<file path="config.mk">
export PLATFORM = sky130hd
export DESIGN_NAME = maxpool_relu1
export DESIGN_NICKNAME = d
export VERILOG_FILES = /design/src/rtl/maxpool_relu1.sv
export SDC_FILE = /design/constraint.sdc
export NUM_CORES = 1
export LEC_CHECK = 0
export ABC_CLOCK_PERIOD_IN_PS = 6700
export CORE_ASPECT_RATIO = 1.5
export CORE_MARGIN = 4
export CORE_UTILIZATION = 45
export CTS_CLUSTER_SIZE = 30
export DETAILED_ROUTE_END_ITERATION = 10
export GPL_ROUTABILITY_DRIVEN = 0
export GPL_TIMING_DRIVEN = 0
export PLACE_DENSITY_LB_ADDON = 0.2
export RECOVER_POWER = 100
export SETUP_SLACK_MARGIN = 0.2
export SLEW_MARGIN = 20
export SYNTH_ARGS = -nofsm -noshare
export SYNTH_HDL_FRONTEND = slang
export SYNTH_HIERARCHICAL = 1
export SYNTH_SLANG_ARGS = --single-unit
</file>
<file path="constraint.sdc">
create_clock -name clk -period 6.7 [get_ports clk]
set_input_delay 1.34 -clock clk [delete_from_list [all_inputs] [get_ports clk]]
set_output_delay 1.34 -clock clk [all_outputs]
set_load 0.005 [all_outputs]
</file>
<file path="src/rtl/maxpool_relu1.sv">
// 2x2 stride-2 max pooling over three conv1 channels, one line buffer per channel.
// Optional build macro RELU_EN rectifies each pooled result before it is registered.

module maxpool_relu1_lane #(
   parameter int WIDTH     = 24,
   parameter int DATA_BITS = 12,
   parameter int IW        = 4
) (
   input  logic                 clk,
   input  logic                 rst,
   input  logic                 valid_in,
   input  logic                 col_odd,
   input  logic                 row_odd,
   input  logic [IW-1:0]        idx,
   input  logic [DATA_BITS-1:0] sample,
   output logic [DATA_BITS-1:0] data_out
);
   logic signed [DATA_BITS-1:0] left_q, left_d, dout_q, dout_d;
   logic signed [DATA_BITS-1:0] smp, pair, above, result;
   logic signed [DATA_BITS-1:0] lbuf_mem [WIDTH/2];

   assign smp = $signed(sample);

   always_comb begin
      above  = lbuf_mem[idx];
      pair   = (smp > left_q) ? smp : left_q;
      result = (above > pair) ? above : pair;
`ifdef RELU_EN
      if (result[DATA_BITS-1]) result = '0;
`endif
      left_d = left_q;
      dout_d = dout_q;
      if (valid_in && !col_odd) left_d = smp;
      if (valid_in && col_odd && row_odd) dout_d = result;
   end

   always_ff @(posedge clk or posedge rst) begin
      if (rst) begin
         left_q <= '0;
         dout_q <= '0;
      end else begin
         left_q <= left_d;
         dout_q <= dout_d;
      end
   end

   // Row-0 of every frame rewrites each entry before row-1 reads it, so no reset is needed.
   always_ff @(posedge clk) begin
      if (valid_in && col_odd && !row_odd) lbuf_mem[idx] <= pair;
   end

   assign data_out = dout_q;
endmodule

module maxpool_relu1 #(
   parameter int WIDTH     = 24,
   parameter int HEIGHT    = 24,
   parameter int DATA_BITS = 12
) (
   input  logic                 clk,
   input  logic                 rst,
   input  logic                 valid_in,
   input  logic [DATA_BITS-1:0] data_in_1,
   input  logic [DATA_BITS-1:0] data_in_2,
   input  logic [DATA_BITS-1:0] data_in_3,
   output logic [DATA_BITS-1:0] data_out_1,
   output logic [DATA_BITS-1:0] data_out_2,
   output logic [DATA_BITS-1:0] data_out_3,
   output logic                 valid_out,
   output logic                 frame_done
);
   localparam int CW = $clog2(WIDTH);
   localparam int RW = $clog2(HEIGHT);
   localparam int IW = (WIDTH > 2) ? $clog2(WIDTH/2) : 1;

   logic [CW-1:0] col_q, col_d;
   logic [RW-1:0] row_q, row_d;
   logic          valid_out_q, valid_out_d, frame_done_q, frame_done_d;
   logic          col_last, row_last;
   logic [IW-1:0] idx;
   logic [2:0][DATA_BITS-1:0] din, dout;

   assign col_last = (col_q == CW'(WIDTH-1));
   assign row_last = (row_q == RW'(HEIGHT-1));
   assign idx      = IW'(col_q >> 1);
   assign din      = {data_in_3, data_in_2, data_in_1};

   always_comb begin
      col_d        = col_q;
      row_d        = row_q;
      valid_out_d  = valid_in && col_q[0] && row_q[0];
      frame_done_d = valid_in && col_last && row_last;
      if (valid_in) begin
         if (col_last) begin
            col_d = '0;
            row_d = row_last ? '0 : row_q + 1'b1;
         end else begin
            col_d = col_q + 1'b1;
         end
      end
   end

   always_ff @(posedge clk or posedge rst) begin
      if (rst) begin
         col_q        <= '0;
         row_q        <= '0;
         valid_out_q  <= 1'b0;
         frame_done_q <= 1'b0;
      end else begin
         col_q        <= col_d;
         row_q        <= row_d;
         valid_out_q  <= valid_out_d;
         frame_done_q <= frame_done_d;
      end
   end

   for (genvar g = 0; g < 3; g++) begin : g_lane
      maxpool_relu1_lane #(.WIDTH(WIDTH), .DATA_BITS(DATA_BITS), .IW(IW)) u_lane (
         .clk      (clk),
         .rst      (rst),
         .valid_in (valid_in),
         .col_odd  (col_q[0]),
         .row_odd  (row_q[0]),
         .idx      (idx),
         .sample   (din[g]),
         .data_out (dout[g])
      );
   end

   assign data_out_1 = dout[0];
   assign data_out_2 = dout[1];
   assign data_out_3 = dout[2];
   assign valid_out  = valid_out_q;
   assign frame_done = frame_done_q;
endmodule

</file>
==> results.py <==
metrics = {
    "finish": {
        "area_delta_synth_final_pct": 12.2,
        "layout-drive-gt1-share": 0.136,
        "instances_no_fill": 2425,
        "n_antenna_cell": 0,
        "fin_nets": 1828,
    },
    "detailed_routing": {
        "viasPerCell": 5.73,
        "drc": 0,
        "dr.pass1.iters": 5,
        "final_antenna_net_count": 0,
        "post_drt_wl_per_cell_um": 22.9,
        "finalWirelength_mm": 55.6,
        "first_iter_violations": 1033,
        "vias": 13900,
    },
    "logic_synthesis": {
        "synth_area_mm2": 0.0237,
        "syn_nets": 1682,
        "yosysUniqueCellTypes": 67,
        "synth-seq-cells": 516,
        "ys_seq_area_frac": 0.636,
        "ys_warn_count": 6,
        "synthArstFlopShare": 0.163,
        "netlist_instances": 1569,
        "synth.area.top_cells": "edfxtp_1, mux4_2, dfrtp_1",
        "synth_flop_cell": "edfxtp_1",
        "synth_most_common_cell": "edfxtp_1",
        "yosysTopAreaCell": "edfxtp_1",
        "synth.avg_cell_area_um2": 15.1,
        "synth_top_area_share": 0.547,
        "synth_edf_count": 432,
        "synth_common_cells": "edfxtp_1, nand2_1, mux4_2, inv_1, nor2_1",
    },
    "setup_path": {
        "critical_path.top_delay_family": "compound AO/OA/AOI/OAI gates",
        "reg2reg_from": "g_lane[2].u_lane/left_q[11]",
        "critical_path_class": "in2reg",
        "worstPathMaxFanout": 10,
        "crit_chain": "dlygate4sd3_1 -> ha_1 -> clkbuf_1 -> nand4_1 -> nor2_1 -> a2bb2oi_2 -> mux2i_4 -> mux2i_1 -> a221oi_1 -> ha_1 -> and3_1 -> nand3_1 -> a21oi_1 -> nor4_2 -> mux2i_1 -> nand2b_1 -> buf_2 -> o221ai_1",
        "worstSetupPathDepth": 18,
        "critPathBufInv": 3,
        "worstPathArrival_ns": 6.49,
        "crit_path_start_kind": "input pin",
        "endpoint_kind": "flop",
        "r2r_cells": 17,
        "max_stage_delay_ns": 0.64,
        "crit_path_start": "data_in_2[11]",
        "cp_slowest_cell": "a221oi_1",
        "required_ns": 7.19,
    },
    "min_path": {
        "hp-start": "row_q[3]",
        "hp-class": "reg2reg",
        "holdPathStages": 1,
    },
    "timing": {
        "rsz0062_at_grt": "false",
        "tns_ns": 0,
        "setup_violations": 0,
        "tightestPinTransition_ns": 1.34,
        "clock_skew_ns": 0.0321,
        "max_slew_margin": 0.102,
        "finalCriticalPeriod_ns": 6.00,
        "fmax_ghz": 0.167,
        "slew_violations": 0,
        "period_share": 0.895,
        "hold_viol": 0,
        "fin_ws_ns": 0.702,
    },
    "clock_network": {
        "cts-root-buf": "clkbuf_16",
        "clkTransAtPathRegs_ns": 0.07,
        "clock-sinks": 516,
        "cts_setup_buffers": 0,
        "htree_levels": 2,
        "cts_tree": "done",
        "clkLatencyLatePin_ns": 0.59,
        "numCtsBuffers": 48,
        "cts_buffer_depth": 3,
        "ctsHoldBuffers": 0,
        "cts_resized": 0,
    },
    "global_route": {
        "overflow": 0,
        "grt_pass1_wl_mm": 85.1,
        "grtUsageTotal": 0.194,
        "grt_pass1_vias": 14500,
        "antenna_found_initial": 0,
        "grt_max_degree": 25,
    },
    "die": {
        "start_util": 0.456,
        "die_w_um": 195,
        "die_y_um": 289,
        "dieArea_mm2": 0.0565,
        "num_rows": 102,
        "fp.coreArea_mm2": 0.0519,
        "ios": 77,
    },
    "placed_design": {
        "hpwlAfterDp_mm": 39.5,
        "post-place-cells": 2341,
        "port_buffers": 76,
        "pre_cts_slack_ns": 0.550,
    },
    "power_and_ir_drop": {
        "leakage_nw": 9.47,
        "ir_drop_mv": 0.296,
        "powerDensity_mw_per_mm2": 409,
    },
    "status": {
        "outcome": "finished, final reports clean",
    },
    "job": {
        "drv_cap": 0,
    },
}
through the flow:
stage / utilization / hold WS (ns) / power, mW / instance area, µm²
2_1_floorplan: - / 0.432 / 7.15 / 23700
3_3_place_gp: 0.487 / 0.447 / 8.38 / 25300
3_5_place_dp: 0.494 / 0.454 / 8.55 / 25600
4_1_cts: 0.522 / 0.460 / 11.2 / 27100
5_1_grt: 0.512 / 0.470 / 11.5 / 26600
6_report: 0.512 / 0.464 / 10.9 / 26600
cell type report:
class	count	area [µm²]
tap	676	846
sequential	516	15100
clock buffer	54	1220
buffer	74	373
timing repair buffer	96	836
clock inverter	30	275
multi-input combinational	887	7640
fill	4315	25300
inverter	92	345
kinds of logic after synthesis:
logic type,Yosys count,share of synthesized area
compound gates,240,0.0803
xor+xnor,2,0.000739
fa+ha+maj,74,0.0390
buf+inv,166,0.0309
flops,516,0.636
mux,177,0.133
simple gates,394,0.0800
registers in the layout, indices dropped and copies added (netlist names):
| register | flops |
|---|---|
| g_lane.u_lane/lbuf_mem | 432 |
| row_q | 5 |
| g_lane.u_lane/left_q | 36 |
| g_lane.u_lane/data_out | 36 |
| col_q | 5 |
| frame_done | 1 |
| valid_out | 1 |
report_power, final:
group / switching [mW] / internal, mW / total [mW] / leakage, nW
clock: 1.21 / 1.41 / 2.62 / 0.721
combinational: 2.38 / 1.62 / 4.00 / 3.78
sequential: 0.204 / 4.06 / 4.27 / 4.97
total: 3.80 / 7.09 / 10.9 / 9.47
worst register-to-register path, delay by kind of cell, from the launching register on:
kind	cells	cell delay (ns)
AOI/OAI and AO/OA	5	1.65
muxes	3	1.10
and+or+nand+nor	4	0.76
adders and majority gates	2	0.65
buffers and inverters	3	0.42
DFF	1	0.38
final timing paths:
| path | endpoint | slack [ns] |
|---|---|---|
| setup / recovery | g_lane[1].u_lane/data_out[8] | 0.70 |
| min in group asynchronous | col_q[3] | 1.52 |
| hold / removal | frame_done | 0.46 |
| max in group asynchronous | g_lane[0].u_lane/data_out[0] | 4.31 |
| hold reg to reg | frame_done | 0.46 |
| setup reg to reg | g_lane[2].u_lane/data_out[6] | 1.65 |
layer usage:
metal | GRT usage | routed length [µm] | share of wire
met1 | 0.226 | 20800 | 0.37
met4 | 0.0690 | 1920 | 0.035
met3 | 0.0254 | 2160 | 0.039
met2 | 0.368 | 30700 | 0.55
met5 | 0 | 0 | 0
cells in the final DEF, fill, tap and decap left out, drive strengths merged, types with 18 or more instances in the layout:
cell / Yosys / layout
edfxtp: 432 / 432
inv: 92 / 91
clkbuf: 40 / 116
o21a: 31 / 31
a21oi: 18 / 18
mux2i: 63 / 63
a221oi: 18 / 18
o211ai: 19 / 19
ha: 74 / 74
mux4: 108 / 108
buf: 34 / 32
dfrtp: 84 / 84
o21ai: 94 / 94
nand3: 28 / 28
clkdlybuf4s50: 0 / 32
nor2: 92 / 92
o221ai: 26 / 26
clkinv: 0 / 23
dlygate4sd3: 0 / 44
nand4: 26 / 26
nand2: 160 / 160
Note: power is estimated with default switching activity, not from simulation.
